[src/rtl/aes_ct_collector_pkg.sv]
// Shared AES definitions: ciphertext block size and output-register state encoding,
// reused by the upstream byte serializer.
package aes_ct_collector_pkg;

  localparam int AES_NBYTES = 16;

  typedef enum logic {
    CT_EMPTY = 1'b0,
    CT_FULL  = 1'b1
  } ct_state_e;

endpackage

[src/rtl/aes_ct_collector.sv]
// Assembles byte-serial AES ciphertext MSB-first into blocks and holds each block in a
// double-buffered output register until the consumer takes it; overflow is reported as a sticky flag.
module aes_ct_collector
  import aes_ct_collector_pkg::*;
#(
  parameter int NBYTES = AES_NBYTES
) (
  input  logic                  clk,
  input  logic                  rst,
  input  logic [7:0]            d_in,
  input  logic                  d_vld,
  input  logic                  flush,
  output logic [8*NBYTES-1:0]   ct,
  output logic                  ct_vld,
  input  logic                  ct_rdy,
  output logic                  ovf,
  output logic [15:0]           blk_cnt
);

  localparam int W  = 8 * NBYTES;
  localparam int CW = (NBYTES > 1) ? $clog2(NBYTES) : 1;

  logic [CW-1:0] cnt_q;
  logic [W-1:0]  asm_q;
  logic [W-1:0]  asm_nxt;
  logic          cap;
  logic          last;
  ct_state_e     state_q;

  // The completing block includes the byte arriving this cycle, so the output
  // register loads from the next-state view of the shift register.
  assign cap     = d_vld && !flush;
  assign asm_nxt = (asm_q << 8) | W'(d_in);
  assign last    = cap && (cnt_q == CW'(NBYTES - 1));

  always_ff @(posedge clk) begin
    if (rst) begin
      cnt_q   <= '0;
      asm_q   <= '0;
      ct      <= '0;
      ct_vld  <= 1'b0;
      ovf     <= 1'b0;
      blk_cnt <= '0;
      state_q <= CT_EMPTY;
    end else begin
      if (flush) begin
        cnt_q <= '0;
      end else if (d_vld) begin
        asm_q <= asm_nxt;
        cnt_q <= last ? '0 : cnt_q + CW'(1);
      end

      case (state_q)
        CT_EMPTY: begin
          if (last) begin
            ct      <= asm_nxt;
            ct_vld  <= 1'b1;
            state_q <= CT_FULL;
          end
        end
        CT_FULL: begin
          if (ct_rdy) begin
            blk_cnt <= blk_cnt + 16'd1;
            if (last) begin
              ct <= asm_nxt;
            end else begin
              ct_vld  <= 1'b0;
              state_q <= CT_EMPTY;
            end
          end else if (last) begin
            ovf <= 1'b1;
          end
        end
        default: state_q <= CT_EMPTY;
      endcase
    end
  end

endmodule
[config.mk]
export PLATFORM = sky130hd
export DESIGN_NAME = aes_ct_collector
export DESIGN_NICKNAME = d
export VERILOG_FILES = /design/src/rtl/aes_ct_collector_pkg.sv /design/src/rtl/aes_ct_collector.sv
export SDC_FILE = /design/constraint.sdc
export NUM_CORES = 1
export LEC_CHECK = 0
export ABC_CLOCK_PERIOD_IN_PS = 3300
export BUFFER_PORTS_ARGS = -buffer_cell sky130_fd_sc_hd__buf_2
export CORE_ASPECT_RATIO = 1.4
export CORE_MARGIN = 2
export CORE_UTILIZATION = 45
export CTS_CLUSTER_SIZE = 14
export DETAILED_ROUTE_END_ITERATION = 8
export GPL_TIMING_DRIVEN = 0
export PLACE_DENSITY = 0.66
export SYNTH_ARGS = -nofsm -noshare
export SYNTH_HDL_FRONTEND = slang
export SYNTH_SLANG_ARGS = --single-unit
[constraint.sdc]
create_clock -name clk -period 3.3 [get_ports clk]
set_clock_uncertainty 0.15 [all_clocks]
set_input_delay 0.33 -clock clk [delete_from_list [all_inputs] [get_ports clk]]
set_output_delay 0.33 -clock clk [all_outputs]
set_load 0.005 [all_outputs]
---- Yosys cells after proc, flatten, opt, wreduce, memory -nomap -nowiden ----
Cells that the tools add are included.
operators by class
  $add $sub $neg .......................... 2
  multiply operators ...................... 0
  divide/modulo/power cells ............... 0
  order comparisons ....................... 0
  eq/ne operators ......................... 4
  shift operators ......................... 0
  muxes and demuxes ....................... 11
  bitwise gates (word level) .............. 4
  reduce and logical (&&, ||, !) cells .... 8
operators by type and width
  operator               number
  $mux 128               2
  $pmux 128 s2           1
  $or 128x8->128         1
  $add 16x1->16 const B  1
  $ne 2x2->1 const B     3
  $reduce_and 3->1       2
  $mux 1                 5
  $add 4x1->4 const B    1
  $eq 4x4->1 const B     1
  $mux 4                 1
  $pmux 1 s2             2
  $reduce_and 2->1       2
  $not 1->1              3
  $logic_and 1x1->1      2
  $reduce_or 2->1        1
  $logic_not 1->1        1
storage, ports and cells
  bits in registers ....................... 271
  latch bits .............................. 0
  memory bits (writable) .................. 0
  bits in read-only memories .............. 0
  output and inout bits ................... 146
  logic and storage cells ................. 36
  memories kept ........................... 0

---- Longest topological paths before layout ----
  word-level depth ........................ 6
  gate-level depth with buffers ........... 7
  gate-level depth less buffers ........... 5

---- Least setup slack after synthesis ----
Ideal clock, no wire load.
  kind .................................... register to register
  start point ............................. register cnt_q[0]
  end point ............................... register ct[107]
  data arrival time ....................... 1.420 ns
  setup slack ............................. 1.598 ns
  cell stages (with the launch flop) ...... 8
  path through ............................ dfxtp_1 > ha_1 > nand3_1 > or3_1 > buf_2 > buf_4 > nand2_1 > a21oi_1
on the way
  longest elaborated chain between the ends .. 5
RTL lines
  item                    line                    text
  start, declared         aes_ct_collector.sv:23  logic [CW-1:0] cnt_q;
  start signal, assigned  aes_ct_collector.sv:50  cnt_q <= last ? '0 : cnt_q + CW'(1);
  $eq 4x4->1 *            aes_ct_collector.sv:34  assign last = cap && (cnt_q == CW'(NBYTES - 1));
  $logic_and 1x1->1 *     aes_ct_collector.sv:34
  $mux 128 *              -
  $mux 128                -
  $pmux 128 s2 *          -
  end signal, assigned    aes_ct_collector.sv:56  ct <= asm_nxt;
  end signal, assigned    aes_ct_collector.sv:65  ct <= asm_nxt;
  end, declared           aes_ct_collector.sv:13  output logic [8*NBYTES-1:0] ct,
Every way passes the cells marked *; elsewhere a longest branch is shown, timed or not. The select of a mux whose other input is x is not followed.
A chain may end at the register's enable or synchronous reset.

---- Worst setup path after layout ----
  start point ............................. input port flush
  end point ............................... register ct[10]
on the way
  longest elaborated chain between the ends .. 6
RTL lines
  item                 line                    text
  start, declared      aes_ct_collector.sv:12  input logic flush,
  $logic_not 1->1 *    aes_ct_collector.sv:32  assign cap = d_vld && !flush;
  $logic_and 1x1->1 *  aes_ct_collector.sv:32
  $logic_and 1x1->1 *  aes_ct_collector.sv:34
  $mux 128 *           -
  $mux 128             -
  $pmux 128 s2 *       -
Marks and branches as above.

==> metrics.cfg <==
[run_status]
outcome=complete, no violations

[final_layout]
final_nets=1405
diodes=0
layout_commonest_cell=nand2_1
areaGrowthSynthToFinish_pct=21.8
drive_above_1_share=0.171
stdcell_area_mm2=0.0115
mostFrequentLayoutCells=nand2_1, dfxtp_1, a21oi_1

[sta]
grt_setup_unrepaired=false
finalHoldViolCount=0
period_needed_ps=2240
drv_slew=0
setup_tns_ps=0
post-route-period-util=0.679
tightest_slew_ps=869
final-setup-viol-count=0
maxSlewHeadroom=0.421
max_freq_ghz=0.446

[floorplan]
core_area_mm2=0.0206
dieWidth_um=127
pin_count=159
dieHeight_um=176
start_util=0.461
fp-row-count=62
design.die.area_mm2=0.0223

[clock_network]
cts_root_buf=clkbuf_16
cts_resized=0
cts.clk_slew.worst_paths_ps=60
clockBufferDepth=3
htreeDepth=1
cts_buffers=26
cts_setup_buffers=0
clock-sinks=271
clk_latency_ps=520
cts_tree=done

[pwr]
intPower_mw=5.05
switching_share=0.209
power.switching_mw=1.34
power.leakage_nw=4.35
power.density_mw_per_mm2=553
pwr-share-seq=0.515
clkPwrFrac=0.460
comb_power_share=0.025
ir_worst_vdd_uv=433

[worst_setup_path]
criticalPathCategory=in2reg
cp_top_family=buffers and inverters
r2r-start=cnt_q[0]$_SDFFE_PP0P_
cp-end-kind=flip-flop
cp_data_required_time_ps=3520
max_stage_delay_ps=550
path_buf_inv=5
crit_start=flush
worst-path-max-fanout=10
cp_slowest_cell=dlygate4sd3_1
crit_arrival_ps=2460
cp_common_cell=buf_2
crit_path_cell_trace=dlygate4sd3_1, buf_2, nand2b_1, clkbuf_1, or3_1, buf_2, buf_2, nand2_1, a21oi_1
startpoint_type=input port

[synthesis]
synth.cell_area_mm2=0.00948
async_reset_ff_frac=0
synth_ff_type=dfxtp_1
syn_inst=1194
yosysTopAreaCellShare=0.573
synthTopCellsByArea=dfxtp_1, nand2_1, a21oi_1, buf_2, clkbuf_1
avgSynthCellArea_um2=7.94
synth_edf_count=0
yosys.area.top_type=dfxtp_1
synth_seq_cells=271
synth-seq-area-share=0.573
synth_nets=1209
yosysWarnings=0
yosysUniqueCellTypes=27

[place]
place_area_mm2=0.0106
gp_congestion=0.811
hpwlAfterDp_mm=17.1
io_buffers=158

[min_path]
hp-class=in2reg
worstHoldStart=d_vld

[route]
routed_wl_mm=24.0
dr_total_vias=8304
vias_per_cell=4.99
drt_iter0_drc=372
wl_per_cell_um=14.4
dr.pass1.iters=4
antenna_left=0
drc_errors=0

[global_route]
antenna_found_initial=0
grt_pass1_vias=8043
grt_pass1_wl_mm=38.8
grt_start_max_net_pins=15
grt_overflow_total=0
track_usage=0.211

[flow_run]
drv_cap=0

[power groups by stage]
stage          clock network (mW)  logic (mW)  registers [mW]
2_1_floorplan                   0      0.0953            3.36
4_1_cts                      3.00       0.159            3.28
3_3_place_gp                    0       0.150            3.36
3_5_place_dp                    0       0.149            3.36
5_1_grt                      3.11       0.177            3.28
6_report                     2.94       0.159            3.29
[layer usage]
metal  global-route usage  vias up  share of wire
met5                    0        -              0
met4               0.0650        0          0.020
met2                0.399      178           0.52
met1                0.245     3821           0.41
met3               0.0286       41          0.044
li1                     -     4264              -
[cells in the mapped netlist (2+ instances only)]
master,instances
nor4_1,5
nand2b_1,2
or3_1,4
and4_1,2
nor3_1,7
buf_4,2
buf_2,36
buf_1,5
o21ai_0,3
dfxtp_1,271
nor2_1,18
clkbuf_1,43
nand2_1,504
nor2b_1,3
nand3_1,10
xor2_1,9
xnor2_1,4
a21oi_1,252
ha_1,2
nand4_1,5
[path summary, 6_finish.rpt]
check,slack (ps),cells after the start,to
setup / recovery,1060,9,ct[10]$_SDFFE_PP0P_
hold reg to reg,300,2,ct[127]$_SDFFE_PP0P_
setup reg to reg,1250,7,ct[10]$_SDFFE_PP0P_
hold / removal,50,3,cnt_q[0]$_SDFFE_PP0P_
[through the flow]
| step | instances | setup slack, ps | util | power [mW] | hold WS, ps |
|---|---|---|---|---|---|
| 2_1_floorplan | 1194 | 1600 | - | 3.45 | 256 |
| 3_3_place_gp | 1608 | 1000 | 0.515 | 3.51 | 290 |
| 3_5_place_dp | 1608 | 972 | 0.515 | 3.51 | 293 |
| 4_1_cts | 1665 | 1070 | 0.561 | 6.44 | 31.6 |
| 5_1_grt | 1665 | 891 | 0.561 | 6.57 | 50.4 |
| 6_report | 1665 | 1060 | 0.561 | 6.38 | 48.4 |
[state kept, by name (all words and copies together) (netlist names)]
name,count
blk_cnt,16
state_q,1
ovf,1
ct_vld,1
cnt_q,4
asm_q,120
ct,128
[worst reg2reg max path, cell delays in order, from the launching register on]
cell	delay (ps)
dfxtp_1	380
ha_1	180
nand3_1	150
or3_1	390
buf_2	250
buf_2	250
nand2_1	100
a21oi_1	60
[repair_timing]
| item | in CTS | in global routing |
|---|---|---|
| hold endpoints to repair | 21 | 0 |
| endpoints found under the setup margin | 0 | 0 |
| hold buffers | 10 | 0 |
[kinds of logic after synthesis]
kind of cell	after synthesis	synth area share
DFF	271	0.573
buffers and inverters	86	0.0396
xor gates and xnor gates	13	0.0120
and+or+nand+nor	563	0.234
muxes	2	0.00224
adders and majority gates	2	0.00264
AOI/OAI and AO/OA	257	0.137
[cell type report]
| cell class | count | area [um^2] |
|---|---|---|
| Buffer | 86 | 375 |
| Clock inverter | 6 | 55.1 |
| Multi-Input combinational cell | 837 | 3670 |
| Timing Repair Buffer | 168 | 891 |
| Fill cell | 2016 | 9020 |
| Tap cell | 256 | 320 |
| Clock buffer | 41 | 798 |
| Sequential cell | 271 | 5430 |
(Power assumes the default switching activity.)
